**src/rtl/charge_arb_pkg.sv**
```systemverilog
// Shared types and constants for the fare-charge display arbiter.
package charge_arb_pkg;

    // Arbiter FSM encoding; the explicit 2-bit base keeps it legacy-friendly.
    typedef enum logic [1:0] {
        IDLE = 2'd0,
        SHOW = 2'd1,
        DONE = 2'd2
    } state_t;

    // Default width of one charge code.
    localparam int DEFAULT_CHARGE_W = 4;

    // Charge codes produced by the fare compute units. Codes above CHG_TEN
    // are never generated by a healthy bay but are displayed unchanged.
    localparam logic [3:0] CHG_NONE  = 4'd0;
    localparam logic [3:0] CHG_ONE   = 4'd1;
    localparam logic [3:0] CHG_TWO   = 4'd2;
    localparam logic [3:0] CHG_THREE = 4'd3;
    localparam logic [3:0] CHG_FOUR  = 4'd4;
    localparam logic [3:0] CHG_FIVE  = 4'd5;
    localparam logic [3:0] CHG_SIX   = 4'd6;
    localparam logic [3:0] CHG_SEVEN = 4'd7;
    localparam logic [3:0] CHG_EIGHT = 4'd8;
    localparam logic [3:0] CHG_NINE  = 4'd9;
    localparam logic [3:0] CHG_TEN   = 4'd10;

endpackage

```
**src/rtl/rr_pick.sv**
```systemverilog
// Combinational round-robin picker: finds the first set request bit scanning
// upward from ptr, wrapping modulo NUM_BAYS (any value, not only powers of 2).
module rr_pick
    import charge_arb_pkg::*;
#(
    parameter int NUM_BAYS = 4,
    parameter int IDX_W    = $clog2(NUM_BAYS)
) (
    input  logic [NUM_BAYS-1:0] req,
    input  logic [IDX_W-1:0]    ptr,
    output logic                valid,
    output logic [IDX_W-1:0]    idx,
    output logic [NUM_BAYS-1:0] onehot
);

    // Scan every bay once in priority order starting at ptr; first hit wins.
    always_comb begin
        int               cand;
        logic [IDX_W-1:0] cand_idx;
        // NOTE: every output gets a default before the loop so no path can
        // leave a value unassigned and infer a latch.
        valid  = 1'b0;
        idx    = '0;
        onehot = '0;
        for (int k = 0; k < NUM_BAYS; k++) begin
            cand = int'(ptr) + k;
            if (cand >= NUM_BAYS) begin
                cand = cand - NUM_BAYS;
            end
            cand_idx = IDX_W'(cand);
            if (!valid && req[cand_idx]) begin
                valid = 1'b1;
                idx   = cand_idx;
            end
        end
        if (valid) begin
            onehot[idx] = 1'b1;
        end
    end

endmodule

```
**src/rtl/charge_bay_arbiter.sv**
```systemverilog
// Round-robin arbiter granting one charging bay at a time the shared
// seven-segment display path. The granted bay's charge code is latched and
// held until the user refreshes or the bay withdraws its request.
// Optional feature: define CHARGE_ARB_TIMEOUT_EN to end the hold after
// HOLD_CYCLES clocks as a normal completion.
module charge_bay_arbiter
    import charge_arb_pkg::*;
#(
    parameter int NUM_BAYS    = 4,
    parameter int CHARGE_W    = DEFAULT_CHARGE_W,
    parameter int HOLD_CYCLES = 50000
) (
    input  logic                         clk,
    input  logic                         reset,
    input  logic [NUM_BAYS-1:0]          req,
    input  logic [NUM_BAYS*CHARGE_W-1:0] charge_in,
    input  logic                         refresh,
    output logic [NUM_BAYS-1:0]          grant,
    output logic [CHARGE_W-1:0]          disp_charge,
    output logic [$clog2(NUM_BAYS)-1:0]  disp_bay,
    output logic                         disp_valid,
    output logic [NUM_BAYS-1:0]          done,
    output logic                         busy
);

    localparam int IDX_W  = $clog2(NUM_BAYS);
    localparam int HOLD_W = (HOLD_CYCLES > 1) ? $clog2(HOLD_CYCLES) : 1;

    state_t              state;
    logic [IDX_W-1:0]    rr_ptr;
    logic [HOLD_W-1:0]   hold_cnt;

    logic                pick_valid;
    logic [IDX_W-1:0]    pick_idx;
    logic [NUM_BAYS-1:0] pick_onehot;

    logic                hold_at_max;
    logic                timeout_hit;
    logic                normal_done;
    logic                abort_done;
    logic [IDX_W-1:0]    next_ptr;
    logic [NUM_BAYS-1:0] served_onehot;

    rr_pick #(
        .NUM_BAYS (NUM_BAYS),
        .IDX_W    (IDX_W)
    ) u_rr_pick (
        .req    (req),
        .ptr    (rr_ptr),
        .valid  (pick_valid),
        .idx    (pick_idx),
        .onehot (pick_onehot)
    );

    // Decode the ways out of SHOW and the pointer for the next arbitration.
    always_comb begin
        hold_at_max = (hold_cnt == HOLD_W'(HOLD_CYCLES - 1));
`ifdef CHARGE_ARB_TIMEOUT_EN
        timeout_hit = hold_at_max;
`else
        timeout_hit = 1'b0;
`endif
        // Refresh or timeout wins over a simultaneous withdrawal.
        normal_done   = refresh | timeout_hit;
        abort_done    = ~req[disp_bay];
        next_ptr      = (disp_bay == IDX_W'(NUM_BAYS - 1)) ? '0 : disp_bay + 1'b1;
        served_onehot = '0;
        served_onehot[disp_bay] = 1'b1;
    end

    assign busy = (state != IDLE);

    // Arbiter FSM with registered display outputs.
    always_ff @(posedge clk or posedge reset) begin
        if (reset) begin
            state       <= IDLE;
            rr_ptr      <= '0;
            hold_cnt    <= '0;
            grant       <= '0;
            disp_charge <= '0;
            disp_bay    <= '0;
            disp_valid  <= 1'b0;
            done        <= '0;
        end else begin
            // NOTE: non-blocking assignments so every register updates from
            // the pre-edge values, independent of statement order.
            case (state)
                IDLE: begin
                    done <= '0;
                    if (pick_valid) begin
                        grant       <= pick_onehot;
                        disp_bay    <= pick_idx;
                        disp_charge <= charge_in[pick_idx*CHARGE_W +: CHARGE_W];
                        disp_valid  <= 1'b1;
                        hold_cnt    <= '0;
                        state       <= SHOW;
                    end
                end

                SHOW: begin
                    if (!hold_at_max) begin
                        hold_cnt <= hold_cnt + 1'b1;
                    end
                    if (normal_done || abort_done) begin
                        grant      <= '0;
                        disp_valid <= 1'b0;
                        hold_cnt   <= '0;
                        rr_ptr     <= next_ptr;
                        done       <= normal_done ? served_onehot : '0;
                        state      <= DONE;
                    end
                end

                DONE: begin
                    // Return the display fields to their idle values.
                    done        <= '0;
                    disp_bay    <= '0;
                    disp_charge <= '0;
                    state       <= IDLE;
                end

                default: begin
                    state <= IDLE;
                end
            endcase
        end
    end

endmodule

```
**config.mk**
```make
export PLATFORM = sky130hd
export DESIGN_NAME = charge_bay_arbiter
export DESIGN_NICKNAME = d
export VERILOG_FILES = /design/src/rtl/charge_arb_pkg.sv /design/src/rtl/rr_pick.sv /design/src/rtl/charge_bay_arbiter.sv
export SDC_FILE = /design/constraint.sdc
export NUM_CORES = 1
export LEC_CHECK = 0
export BUFFER_PORTS_ARGS = -buffer_cell sky130_fd_sc_hd__clkbuf_2
export CAP_MARGIN = 20
export CORE_MARGIN = 2
export CORE_UTILIZATION = 46
export CTS_CLUSTER_DIAMETER = 200
export DETAILED_ROUTE_END_ITERATION = 16
export PLACE_DENSITY = 0.73
export SETUP_SLACK_MARGIN = 0.3
export SYNTH_ARGS = -nofsm -noshare
export SYNTH_HDL_FRONTEND = slang
export SYNTH_HIERARCHICAL = 1
export SYNTH_SLANG_ARGS = --single-unit
```
**constraint.sdc**
```tcl
create_clock -name clk -period 1.9 [get_ports clk]
set_clock_uncertainty 0.05 [all_clocks]
set_input_delay 0.38 -clock clk [delete_from_list [all_inputs] [get_ports clk]]
set_output_delay 0.38 -clock clk [all_outputs]
set_load 0.05 [all_outputs]
```
---- Word level (Yosys, flattened, before mapping) ----
Cells that the tools add are included.
word-level totals
  input port bits ......................... 23
  bits in registers ....................... 19
  output and inout port bits .............. 16
operators by class
  magnitude comparators ................... 12
  reductions and logical operators ........ 20
  add/subtract/negate cells ............... 8
  mux-type cells .......................... 43
  shift operators ......................... 1
  equality and inequality tests ........... 5
  bitwise operators ....................... 1
operators with widths
  operator                                                               count
  2-bit two-way mux                                                      12
  4-bit case mux with 2 select lines                                     3
  4-bit two-way mux                                                      5
  2-bit by 3-bit < comparator with 1-bit output, second input constant   6
  16-bit by 5-bit variable part select with 4-bit output                 1
  1-bit two-way mux                                                      13
  1-bit binary-select mux with 2-bit select                              5
  3-bit >= comparator, second input constant                             3
  2-bit case mux with 2 select lines                                     2
  2-bit AND reduction                                                    4
  2-bit nonzero test                                                     4
  2-bit by 1-bit subtractor with 2-bit output, second input constant     4
  2-bit by 2-bit adder with 3-bit output, second input constant          2
  1-bit logical AND                                                      5
  1-bit demux with 2-bit select                                          2
  2-bit == test, second input constant                                   2
  2-bit by 1-bit >= comparator with 1-bit output, second input constant  2
  2-bit inequality test, second input constant                           2
  2-bit by 1-bit adder with 3-bit output, second input constant          1
  2-bit by 3-bit >= comparator with 1-bit output, second input constant  1
  1-bit logical NOT                                                      3
  3-bit AND reduction                                                    1
  2-bit by 1-bit adder with 2-bit output, second input constant          1
  2-bit by 1-bit == test with 1-bit output, second input constant        1
  other kinds (5)                                                        5

---- Depth between registers and ports, before layout ----
  depth in word-level cells ............... 20
  mapped depth ............................ 8
  depth with buffers taken out ............ 6

---- By module ----
Netlist, hierarchy kept.
modules (own cells, without submodules)
  module              cells each  instances  seq. area each (um^2)  area each (um^2)
  charge_bay_arbiter  105         1          475.5                  1088.5
  rr_pick             32          1          0.0                    182.7

---- Worst setup path after synthesis ----
Ideal clock, no wire load.
  kind .................................... input to register
  start point ............................. input port req[1]
  end point ............................... register disp_charge[0]
  slack ................................... -0.059 ns
  arrival ................................. 1.788 ns
  stages on the path ...................... 8
  required time ........................... 1.730 ns
  path buffers ............................ 2
  path through ............................ buf_2 -> nand2b_1 -> a21oi_1 -> a211oi_2 -> clkbuf_1 -> mux4_2 -> nand2_1 -> nand2_1
on the way
  longest elaborated chain between the ends .. 15
ends and longest elaborated chain
  item                                                      line                      source
  start, declared                                           charge_bay_arbiter.sv:15  input logic [NUM_BAYS-1:0] req,
  1-bit binary-select mux with 2-bit select                 rr_pick.sv:31             if (!valid && req[cand_idx]) begin
  1-bit two-way mux (not written as such)                   rr_pick.sv:31
  1-bit two-way mux                                         rr_pick.sv:31
  1-bit logical NOT                                         rr_pick.sv:31
  1-bit logical AND                                         rr_pick.sv:31
  1-bit two-way mux                                         rr_pick.sv:31
  1-bit logical NOT                                         rr_pick.sv:31
  1-bit logical AND                                         rr_pick.sv:31
  1-bit two-way mux                                         rr_pick.sv:31
  1-bit logical NOT                                         rr_pick.sv:31
  1-bit logical AND                                         rr_pick.sv:31
  2-bit two-way mux *                                       rr_pick.sv:31
  named net pick_idx[0]                                     charge_bay_arbiter.sv:34  logic [IDX_W-1:0] pick_idx;
  16-bit by 5-bit variable part select with 4-bit output *  charge_bay_arbiter.sv:93  disp_charge <= charge_in[pick_idx*CHARGE_W +: CHARGE_W];
  4-bit two-way mux *                                       charge_bay_arbiter.sv:90  if (pick_valid) begin
  4-bit case mux with 2 select lines *                      charge_bay_arbiter.sv:87  case (state)
  end signal, assigned                                      charge_bay_arbiter.sv:93
  end, declared                                             charge_bay_arbiter.sv:19  output logic [CHARGE_W-1:0] disp_charge,
The timed path passes the listed nets; every way through them passes the cells marked *. The select of a mux whose other input is x is not followed.
A chain may end at the register's enable or synchronous reset.

---- Worst setup path after layout ----
  start point ............................. register rr_ptr[0]
  end point ............................... register disp_charge[1]
on the way
  longest elaborated chain between the ends .. 17
ends and longest elaborated chain
  item                                                                                             line                       source
  start, declared                                                                                  charge_bay_arbiter.sv:30   logic [IDX_W-1:0] rr_ptr;
  start signal, assigned                                                                           charge_bay_arbiter.sv:108  rr_ptr <= next_ptr;
  parallel branches: the longest is 13 deep, another holds 2-bit by 1-bit adder with 3-bit output  n/a
  2-bit two-way mux *                                                                              rr_pick.sv:31
  named net pick_idx[0]                                                                            charge_bay_arbiter.sv:34
  16-bit by 5-bit variable part select with 4-bit output *                                         charge_bay_arbiter.sv:93
  4-bit two-way mux *                                                                              charge_bay_arbiter.sv:90
  4-bit case mux with 2 select lines *                                                             charge_bay_arbiter.sv:87
Mark *: on every way through the listed nets, which the timed path passes. The select of a mux whose other input is x is not followed.

==> metrics.md <==
| Metric | Value |
|---|---|
| Share of cells above drive strength 1 | `between 40 and 50%` |
| Kind of critical path | `reg2reg` |
| H-tree levels | `1` |
| CP dominant cell by count | `nand2_1` |
| DR DRC count | `0` |
| Yosys reg bits | `19` |
| Worst-path clk slew | `around 0.1 ns` |
| LEAKAGE | `0.866 nW` |
| Hold Path Class | `in2async` |
| Psw | `1.41 mW` |
| Largest net degree at the start of global routing | `17` |
| Clock root buffer | `clkbuf_4` |
| Seq. cell area | `~480 um^2` |
| All-Layer GR Usage | `20.9%` |
| Slew @ Worst Pin | `roughly 0.52 ns` |
| Max Fclk | `about 560 MHz` |
| Setup ws final | `between 0.1 and 0.15 ns` |
| Mapped Cells | `137` |
| Post-synthesis sequential area ratio | `a little under two fifths` |
| Die width | `56.6 um` |
| Via/cell ratio | `between 5 and 6` |
| Outcome | `finished clean` |
| GRT busiest layer | `met2` |
| Switching Share | `between 40 and 50%` |
| First-pass GRT wire length | `roughly 5.3 mm` |
| Worst-skew pair later-pin latency | `between 0.2 and 0.3 ns` |
| Gpl congestion | `0.967` |
| Synth cell types | `34` |
| Starting density of the core | `47.3%` |
| Bufs and invs on worst path | `1` |
| Detailed placement HPWL | `2.47 mm` |
| Startpoint Class | `flip-flop` |
| Ys Warns | `6` |
| Average cell area after synthesis | `9.28 um^2` |
| Max Cap Viol | `0` |
| Leading cell types in the layout, fill and taps excluded | `clkbuf_2, buf_4, nand2_1` |
| Cts hold-fix bufs | `0` |
| PortBufs | `38` |
| CP peak stage delay | `between 0.5 and 0.6 ns` |
| Critical Path RT | `~2.0 ns` |
| Clk pwr share | `7.0%` |
| Total grt overflow | `0` |
| DP Worst Slack | `~0.0027 ns` |
| Setup violations, final | `0` |
| Area share of the largest cell type after synthesis | `around 37%` |
| Largest cells by area after synthesis | `dfrtp_1, mux4_2, a21oi_1, o21ai_0, mux2_4` |
| P_int | `approximately 1.5 mW` |
| DR WL/cell | `~15 um` |
| TritonCTS clock tree | `yes` |
| I/O pin count | `39` |
| Comb power frac | `approximately two thirds` |
| Crit path DAT | `slightly below 2 ns` |
| Setup TNS | `0 ns` |
| Hold_ws | `around 0.032 ns` |
| Vias in the first global route | `between 1k and 1.5k` |
| Commonest non-fill, non-tap cell in the layout | `clkbuf_2` |
| Tcrit/Tclk final | `between 90 and 100%` |
| Netlist Area Pre-Place | `0.00127 mm^2` |
| Post-route minimum period | `1.79 ns` |
| Core area | `between 0.002 and 0.003 mm^2` |
| Family with the most delay on the worst path | `multiplexers` |
| Max Buffers Root-to-Sink | `2` |
| Met2 usage | `35.7%` |
| Met1 GRT Util | `between 20% and 30%` |
| Sink Count | `19` |
| DRT iter0 DRCs | `32` |
| Power per cell area | `approximately 1700 mW/mm^2` |
| RSZ-0062 raised after global routing | `true` |
| Slowest CP cell | `mux4_2` |
| Drt first pass iters | `5` |
| Area delta synth->final | `35.3%` |
| Cell breakdown of the critical path | `nand2b_4, o21ai_2, a211oi_2, buf_4, mux4_2, nand2_1, nand2_1` |
| Crit-path max FO | `5` |
| CP Capture Type | `flip-flop` |
| Met3 Track Usage GR | `under 10%` |
| Total CTS buffers | `3` |
| Max Transition Viols Final | `0` |
| Cell row count | `19` |
| DRT antenna net count | `0` |
| Rel. slew slack | `between 60% and 70%` |
| Fin. Hold Viols | `0` |
| Die Y | `between 50 and 60 um` |
| Vias | `~1.2k` |
| Die area | `about 0.0032 mm^2` |
| Inserted Diodes | `0` |
| Synth area leader | `dfrtp_1` |
| Syn_nets | `164` |
| Final #Nets | `222` |
| Seq pwr share | `25.9%` |
| Filler cell count in the final layout | `around 230` |
| Initial antenna violation count | `0` |
| Multi-input logic area | `756 um^2` |
| Peak VDD IR | `1.10 mV` |
| Final WL | `around 3.3 mm` |
## per-layer routing
metal | up-vias | routed length, um
li1 | 601 | -
met1 | 586 | 1470
met2 | 28 | 1730
met3 | 4 | 122
met4 | 0 | 23
met5 | - | 0
## cell families (layout without fill, tap and decap cells)
kind of cell	after synthesis	count (layout)	synth area share (%)
adder cells (fa/ha/maj)	4	4	3.94
AO/OA/AOI/OAI	42	42	22.8
flip-flops	19	19	37.4
AND/OR/NAND/NOR	48	48	18.8
buffers and inverters	16	73	5.22
multiplexers	8	8	11.8
## per-stage QoR
| stage | util [%] | total power [mW] | instances | instance area (um^2) |
|---|---|---|---|---|
| 2_1_floorplan | - | 1.97 | 137 | 1290 |
| 3_3_place_gp | 59.2 | 2.37 | 213 | 1590 |
| 3_5_place_dp | 59.2 | 2.42 | 213 | 1590 |
| 4_1_cts | 61.8 | 2.70 | 222 | 1660 |
| 5_1_grt | 64.0 | 3.05 | 225 | 1720 |
| 6_report | 64.0 | 2.87 | 225 | 1720 |
## path summary, 6_finish.rpt
path	start	to	slack (ns)	depth (start not counted)
min in group clk	charge_in[3]	disp_charge[3]$_DFFE_PP0P_	0.44	4
min	reset	grant[1]$_DFFE_PP0P_	0.03	2
max reg2reg	rr_ptr[0]$_DFFE_PP0P_	disp_charge[1]$_DFFE_PP0P_	0.11	7
max in group asynchronous	reset	grant[3]$_DFFE_PP0P_	1.27	3
min reg2reg	disp_charge[0]$_DFFE_PP0P_	disp_charge[0]$_DFFE_PP0P_	0.47	2
max	rr_ptr[0]$_DFFE_PP0P_	disp_charge[1]$_DFFE_PP0P_	0.11	7
## sequential cells by signal, summed over array words and instances (netlist names)
register,cells
disp_bay,2
disp_valid,1
rr_ptr,2
disp_charge,4
done,4
state,2
grant,4
## layout make-up
cell class                 instances  area share [%]
inverter                           8            1.75
timing repair buffer              61            22.6
multi-input combinational        102            43.9
sequential                        19            27.9
clock buffer                       4            1.53
tap                               31            2.25
## Yosys cell counts
cell type	n
o21ai_0	12
nand2_1	16
mux2_4	4
a22oi_2	1
a221oi_4	1
o211a_1	1
inv_1	8
a211oi_2	1
mux4_2	4
a211oi_1	1
buf_4	1
o221ai_1	2
nor2b_1	7
o21ai_1	1
dfrtp_1	19
nor3_1	2
o21bai_1	1
nor3b_1	1
nand2b_1	3
a22oi_1	2
ha_1	4
clkbuf_1	5
buf_2	1
clkbuf_2	1
a311oi_1	1
a21oi_1	12
o22ai_1	2
or2_2	1
a221oi_1	1
nor2_1	13
a2bb2oi_1	2
a21oi_2	1
nand2b_2	1
and3b_1	4
## power groups by stage
| stage | logic, mW | clock network [mW] | registers (mW) |
|---|---|---|---|
| after CTS | 1.73 | 0.210 | 0.764 |
| final | 1.92 | 0.200 | 0.742 |
| after floorplan | 0.871 | 0 | 1.10 |
| after global routing | 2.06 | 0.229 | 0.769 |
| after detailed placement | 1.64 | 0 | 0.784 |
| after global placement | 1.60 | 0 | 0.777 |
## timing repair
action,CTS,global route
buffers inserted,5,3
pin swaps,2,2
endpoints found under the setup margin,9,12
endpoints found under the hold margin,0,0
resized for setup,3,11
Note: power is estimated with default switching activity, not from simulation.
